--- src/rtl/sccb_pkg.sv ---
`default_nettype none
// ============================================================================
//  Module      : sccb_pkg
//  Description : Shared types and constants for the SCCB configuration
//                sequencer and its default register table.
//  Revision    : 1.0 - initial release
// ============================================================================
package sccb_pkg;

    // Sequencer state encoding
    typedef enum logic [2:0] {
        ST_IDLE      = 3'd0,
        ST_FETCH     = 3'd1,
        ST_DECODE    = 3'd2,
        ST_ISSUE     = 3'd3,
        ST_WAIT_DONE = 3'd4,
        ST_DELAY     = 3'd5,
        ST_NEXT      = 3'd6,
        ST_FINISH    = 3'd7
    } seq_state_t;

    // Table markers
    localparam logic [15:0] END_MARKER     = 16'hFFFF;
    localparam logic [7:0]  DELAY_TAG      = 8'hFF;

    // SCCB write device ID of the OV7670
    localparam logic [7:0]  DEV_ID_DEFAULT = 8'h42;

    // OV7670 register addresses used by the default table
    localparam logic [7:0]  REG_COM3  = 8'h0C;
    localparam logic [7:0]  REG_CLKRC = 8'h11;
    localparam logic [7:0]  REG_COM7  = 8'h12;
    localparam logic [7:0]  REG_COM10 = 8'h15;
    localparam logic [7:0]  REG_TSLB  = 8'h3A;
    localparam logic [7:0]  REG_COM15 = 8'h40;

endpackage
`default_nettype wire

--- src/rtl/sccb_cfg_seq.sv ---
`default_nettype none
// ============================================================================
//  Module      : sccb_cfg_seq
//  Description : Walks a {reg_addr, reg_data} table and issues one SCCB write
//                per entry, with delay entries, end marker and per-command
//                timeout.
//  Revision    : 1.0 - initial release
// ============================================================================
module sccb_cfg_seq
    import sccb_pkg::*;
#(
    parameter logic [7:0] DEV_ID         = DEV_ID_DEFAULT,
    parameter int         ADDR_W         = 8,
    parameter int         CLK_HZ         = 50_000_000,
    parameter int         MS_CYCLES      = CLK_HZ / 1000,
    parameter int         TIMEOUT_CYCLES = 65536
) (
    input  logic              clk_50,
    input  logic              reset_n,
    input  logic              start,
    output logic [ADDR_W-1:0] rom_addr,
    input  logic [15:0]       rom_data,
    output logic              cmd_valid,
    input  logic              cmd_ready,
    output logic [7:0]        cmd_id,
    output logic [7:0]        cmd_addr,
    output logic [7:0]        cmd_data,
    input  logic              cmd_done,
    output logic              busy,
    output logic              done,
    output logic              error,
    output logic [ADDR_W-1:0] entry_idx
);

    localparam int DLY_W = $clog2(255 * MS_CYCLES + 1);
    localparam int TMO_W = (TIMEOUT_CYCLES > 2) ? $clog2(TIMEOUT_CYCLES) : 1;
    localparam logic [TMO_W-1:0] C_TMO_LAST = TMO_W'(TIMEOUT_CYCLES - 1);

    seq_state_t        r_state, w_state;
    logic [DLY_W-1:0]  r_dly, w_dly;
    logic [TMO_W-1:0]  r_tmo, w_tmo;
    logic [ADDR_W-1:0] w_rom_addr, w_entry_idx;
    logic [7:0]        w_cmd_addr, w_cmd_data;
    logic              w_busy, w_done, w_error;
    logic [DLY_W-1:0]  w_dly_load;

    assign cmd_id     = DEV_ID;
    assign cmd_valid  = (r_state == ST_ISSUE);
    assign w_dly_load = DLY_W'(rom_data[7:0]) * DLY_W'(MS_CYCLES);

    // State and datapath registers, cleared asynchronously
    always_ff @(posedge clk_50 or negedge reset_n) begin
        if (!reset_n) begin
            r_state   <= ST_IDLE;
            r_dly     <= '0;
            r_tmo     <= '0;
            rom_addr  <= '0;
            entry_idx <= '0;
            cmd_addr  <= '0;
            cmd_data  <= '0;
            busy      <= 1'b0;
            done      <= 1'b0;
            error     <= 1'b0;
        end else begin
            r_state   <= w_state;
            r_dly     <= w_dly;
            r_tmo     <= w_tmo;
            rom_addr  <= w_rom_addr;
            entry_idx <= w_entry_idx;
            cmd_addr  <= w_cmd_addr;
            cmd_data  <= w_cmd_data;
            busy      <= w_busy;
            done      <= w_done;
            error     <= w_error;
        end
    end

    // Next-state and next-datapath decode
    always_comb begin
        w_state     = r_state;
        w_dly       = r_dly;
        w_tmo       = r_tmo;
        w_rom_addr  = rom_addr;
        w_entry_idx = entry_idx;
        w_cmd_addr  = cmd_addr;
        w_cmd_data  = cmd_data;
        w_busy      = busy;
        w_done      = done;
        w_error     = error;
        case (r_state)
            ST_IDLE: begin
                if (start) begin
                    w_done      = 1'b0;
                    w_error     = 1'b0;
                    w_rom_addr  = '0;
                    w_entry_idx = '0;
                    w_busy      = 1'b1;
                    w_state     = ST_FETCH;
                end
            end
            ST_FETCH: w_state = ST_DECODE;
            ST_DECODE: begin
                w_cmd_addr = rom_data[15:8];
                w_cmd_data = rom_data[7:0];
                if (rom_data == END_MARKER) begin
                    // The end marker is not a working entry, so entry_idx
                    // keeps pointing at the last real one.
                    w_state = ST_FINISH;
                end else begin
                    w_entry_idx = rom_addr;
                    if (rom_data[15:8] == DELAY_TAG) begin
                        if (rom_data[7:0] == 8'h00) begin
                            w_state = ST_NEXT;
                        end else begin
                            w_dly   = w_dly_load;
                            w_state = ST_DELAY;
                        end
                    end else begin
                        w_state = ST_ISSUE;
                    end
                end
            end
            ST_ISSUE: begin
                if (cmd_ready) begin
                    w_tmo   = '0;
                    w_state = ST_WAIT_DONE;
                end
            end
            ST_WAIT_DONE: begin
                // cmd_done wins over expiry on the same cycle
                if (cmd_done) begin
                    w_state = ST_NEXT;
                end else if (r_tmo == C_TMO_LAST) begin
                    w_error = 1'b1;
                    w_busy  = 1'b0;
                    w_state = ST_IDLE;
                end else begin
                    w_tmo = r_tmo + 1'b1;
                end
            end
            ST_DELAY: begin
                // Stays here for exactly the loaded number of cycles
                if (r_dly != '0) begin
                    w_dly = r_dly - 1'b1;
                end
                if (r_dly <= DLY_W'(1)) begin
                    w_state = ST_NEXT;
                end
            end
            ST_NEXT: begin
                if (&rom_addr) begin
                    w_state = ST_FINISH;
                end else begin
                    w_rom_addr = rom_addr + 1'b1;
                    w_state    = ST_FETCH;
                end
            end
            ST_FINISH: begin
                w_done  = 1'b1;
                w_busy  = 1'b0;
                w_state = ST_IDLE;
            end
            default: w_state = ST_IDLE;
        endcase
    end

endmodule
`default_nettype wire

--- config.mk ---
export PLATFORM = sky130hd
export DESIGN_NAME = sccb_cfg_seq
export DESIGN_NICKNAME = d
export VERILOG_FILES = /design/src/rtl/sccb_pkg.sv /design/src/rtl/sccb_cfg_seq.sv
export SDC_FILE = /design/constraint.sdc
export NUM_CORES = 1
export LEC_CHECK = 0
export CORE_MARGIN = 1
export CORE_UTILIZATION = 55
export CTS_CLUSTER_DIAMETER = 40
export CTS_CLUSTER_SIZE = 40
export DETAILED_ROUTE_END_ITERATION = 8
export PLACE_DENSITY = 0.88
export SKIP_CTS_REPAIR_TIMING = 1
export SYNTH_ARGS = -nofsm -noshare
export SYNTH_HDL_FRONTEND = slang
export SYNTH_SLANG_ARGS = --single-unit
--- constraint.sdc ---
create_clock -name clk_50 -period 2.7 [get_ports clk_50]
set_input_delay 0.27 -clock clk_50 [delete_from_list [all_inputs] [get_ports clk_50]]
set_output_delay 0.27 -clock clk_50 [all_outputs]
set_load 0.02 [all_outputs]
==> results.md <==
- Status: complete, but fails checks
- Failing checks: negative setup slack
- Syn-to-layout area delta: 30.7%
- Fillers: 637
- Placed insts: 892
- Final Non-Filler Cells: 909
- Most common cell after layout, fill and taps aside: buf_4
- H-tree depth: 3
- Critical path's slowest cell: fa_1
- Cell Rows: 36
- Synthesized area per cell: 8.85 um2
- Main combinational cell family by area after synthesis: simple AND/OR/NAND/NOR gates
- I/O Buffers: 56
- RSZ-0062 raised after global routing: yes
- Worst-Margin Slew: 1.01 ns
- Worst Skew: 0.0154 ns
- FFs w/ async S/R, synth: 1.00
- Die area: 0.0108 mm2
- CTS Buf Count: 9
- Critical path endpoint category: register
- Clk_lat worst skew: 0.35 ns
- Critical Path Source Type: input pin
- Average wire per cell in the routed design: 18.2 um
- Final hold violations: 0
- Die width: 104 um
- Post-synth EDFFs: 0
- Placer Congestion: 0.908
- Die Span Y: 104 um
- Post-synthesis xor/xnor area fraction: 0.0336
- Final instance area: 0.00749 mm2
- CTS clk-pin slew, worst paths: 0.09 ns
- Synth Cell Area: 0.00573 mm2
- Tot Pwr: 0.00667 W
- Hold WC Path Type: input pin to asynchronous set/reset pin
- Worst Path Max Fanout: 5
- Placed inst area: 0.00715 mm2
- Setup WS post-layout: -0.476 ns
- Synth Area in Compound Gates: 0.176
- 1st-pass router iterations: 5
- Grt ovf: 0
- Critical path class: input pin to register
- Commonest cells after routing, fill and taps aside: buf_4 (85), dfrtp_1 (78), nand2_1 (67)
- Synth Area in Simple Gates: 0.216
- Setup-failing EPs final: 13
- CP peak stage delay: 0.55 ns
- Vias in the first global route: 5,735
- Root Driver: clkbuf_8
- DP Wirelength: 12,200 um
- Register area share after synthesis: 0.341
- Critical path, cell by cell: buf_6, ha_4, ha_4, inv_2, fa_1, inv_2, fa_2, ha_4, a21o_1, a21oi_4, a21oi_4, o32ai_2, xor2_1, a221oi_1
- Setup TNS: -3.27 ns
- Crit path DAT: 3.41 ns
- Detail Route Antenna Nets: 0
- Initial antenna violation count: 0
- Most used cell, CP: ha_4
- Clock Sinks: 78
- Final Max Tran Viols: 0
- # diodes: 0
- Number of vias per cell: 6.24
- Max-cap viol count: 0
- Max VDD drop: 602 uV
- Pin count of the biggest net entering global routing: 79
- Required time of the critical path: 2.94 ns
- Final WL: 16,600 um
- Synth cell types: 70
- Layout cell share with drive strength beyond 1: 0.205
- Fmax: 315 MHz
- First-pass GRT wire length: 27,000 um
- Syn. warnings: 0
- WHS: 0.0623 ns
- Power Dens Cells: 890 mW/mm2
- Post-Synth Adder-Cell Area: 0.175
- Number of nets in the layout: 865
- Vias: 5,673
- Slew HR: 0.329
- Clk buf depth: 2
- Residual DRC: 0
- Minimum clock period after layout: 3.18 ns
- CTS tree: yes
- Initial Utilization: 0.575
- Core box area: 0.00995 mm2
- Synth Instances: 647
- Io pins: 65
- Overall global routing resource usage: 0.308
- Iteration-0 DRC Markers: 618
- Final Cycle Share: 1.18
- P_leak: 3.37 nW
- FF+latch count, synth: 78
- Synth Flop Type: dfrtp_1
- Post-synthesis mux area share: 0.00983
critical path: cells and delay by family:
| kind | cells | cell delay [ns] |
|---|---|---|
| AOI/OAI and AO/OA | 5 | 1.07 |
| xor gates and xnor gates | 1 | 0.14 |
| buffers and inverters | 3 | 0.21 |
| adders and majority gates | 5 | 1.73 |
final cells by class:
type | instances | area [um2] | share of cell area
sequential | 78 | 1950 | 0.261
clock buffer | 10 | 128 | 0.0170
timing repair buffer | 141 | 1190 | 0.159
clock inverter | 6 | 118 | 0.0157
inverter | 25 | 96.3 | 0.0129
multi-input combinational | 516 | 3840 | 0.513
tap | 133 | 166 | 0.0222
registers in the layout, indices dropped and copies added (netlist names):
signal and flops:
entry_idx 8, r_state 3, busy 1, done 1, cmd_data 8, r_tmo 16
cmd_addr 8, error 1, r_dly 24, rom_addr 8
where the power goes:
| group | leakage (nW) | total (W) | switching [W] | internal, W |
|---|---|---|---|---|
| Sequential | 1.00 | 0.00184 | 0.000324 | 0.00151 |
| Combinational | 2.25 | 0.00374 | 0.00205 | 0.00169 |
| Clock | 0.119 | 0.00109 | 0.000464 | 0.000625 |
| Total | 3.37 | 0.00667 | 0.00283 | 0.00383 |
path summary, 6_finish.rpt:
| check | start | end | slack, ns | cells after the start |
|---|---|---|---|---|
| setup / recovery | rom_data[2] | r_dly[21] | -0.48 | 14 |
| hold / removal | reset_n | entry_idx[1] | 0.06 | 1 |
| setup reg to reg | r_dly[17] | r_dly[13] | 0.08 | 7 |
| hold reg to reg | cmd_addr[1] | cmd_addr[1] | 0.49 | 2 |
| max in group asynchronous | reset_n | cmd_addr[2] | 1.96 | 1 |
| min in group clk_50 | rom_data[2] | cmd_data[2] | 0.32 | 4 |
stage by stage:
stage	util	worst slack, ns
6_report	0.752	-0.476
5_1_grt	0.752	-0.563
4_1_cts	0.743	-0.860
3_5_place_dp	0.718	-1.21
3_3_place_gp	0.718	-1.01
2_1_floorplan	-	-0.348
cell families after synthesis:
logic type                 after synthesis
DFF                                     78
adders and majority gates               73
other                                    2
muxes                                    5
AOI/OAI and AO/OA                      163
and+or+nand+nor                        245
xor gates and xnor gates                22
buffers and inverters                   59
routing by layer:
metal,up-vias,share of wire,wire length (um),global-route usage
met4,0,0.043,712,0.162
met5,-,0,0,0
met1,2717,0.37,6200,0.341
li1,2573,-,-,-
met2,294,0.52,8560,0.562
met3,89,0.066,1100,0.0533
synth_stat cells, drive strengths merged, types with 3 or more instances:
cell type	n	area, um2
dfrtp	78	1950
nand2	69	262
o21ai	64	320
nor2	62	240
ha	61	763
a21oi	40	200
inv	25	93.8
clkbuf	21	78.8
nand3	21	110
nor3	17	85.1
buf	13	97.6
fa	12	240
xor2	12	105
or3	11	68.8
and3	10	62.6
xnor2	10	87.6
nand4	9	56.3
and4	7	61.3
nand2b	7	43.8
a31oi	6	37.5
a221oi	5	43.8
nor4	5	31.3
o211ai	5	37.5
o31ai	5	51.3
a21o	4	30.0
and2	4	25.0
nor2b	4	25.0
nor4b	4	41.3
o21a	4	30.0
a22o	3	26.3
mux2i	3	30.0
nand3b	3	22.5
o22ai	3	18.8
o41ai	3	26.3
or2	3	18.8
No activity file was read; power rests on OpenSTA's default activity.
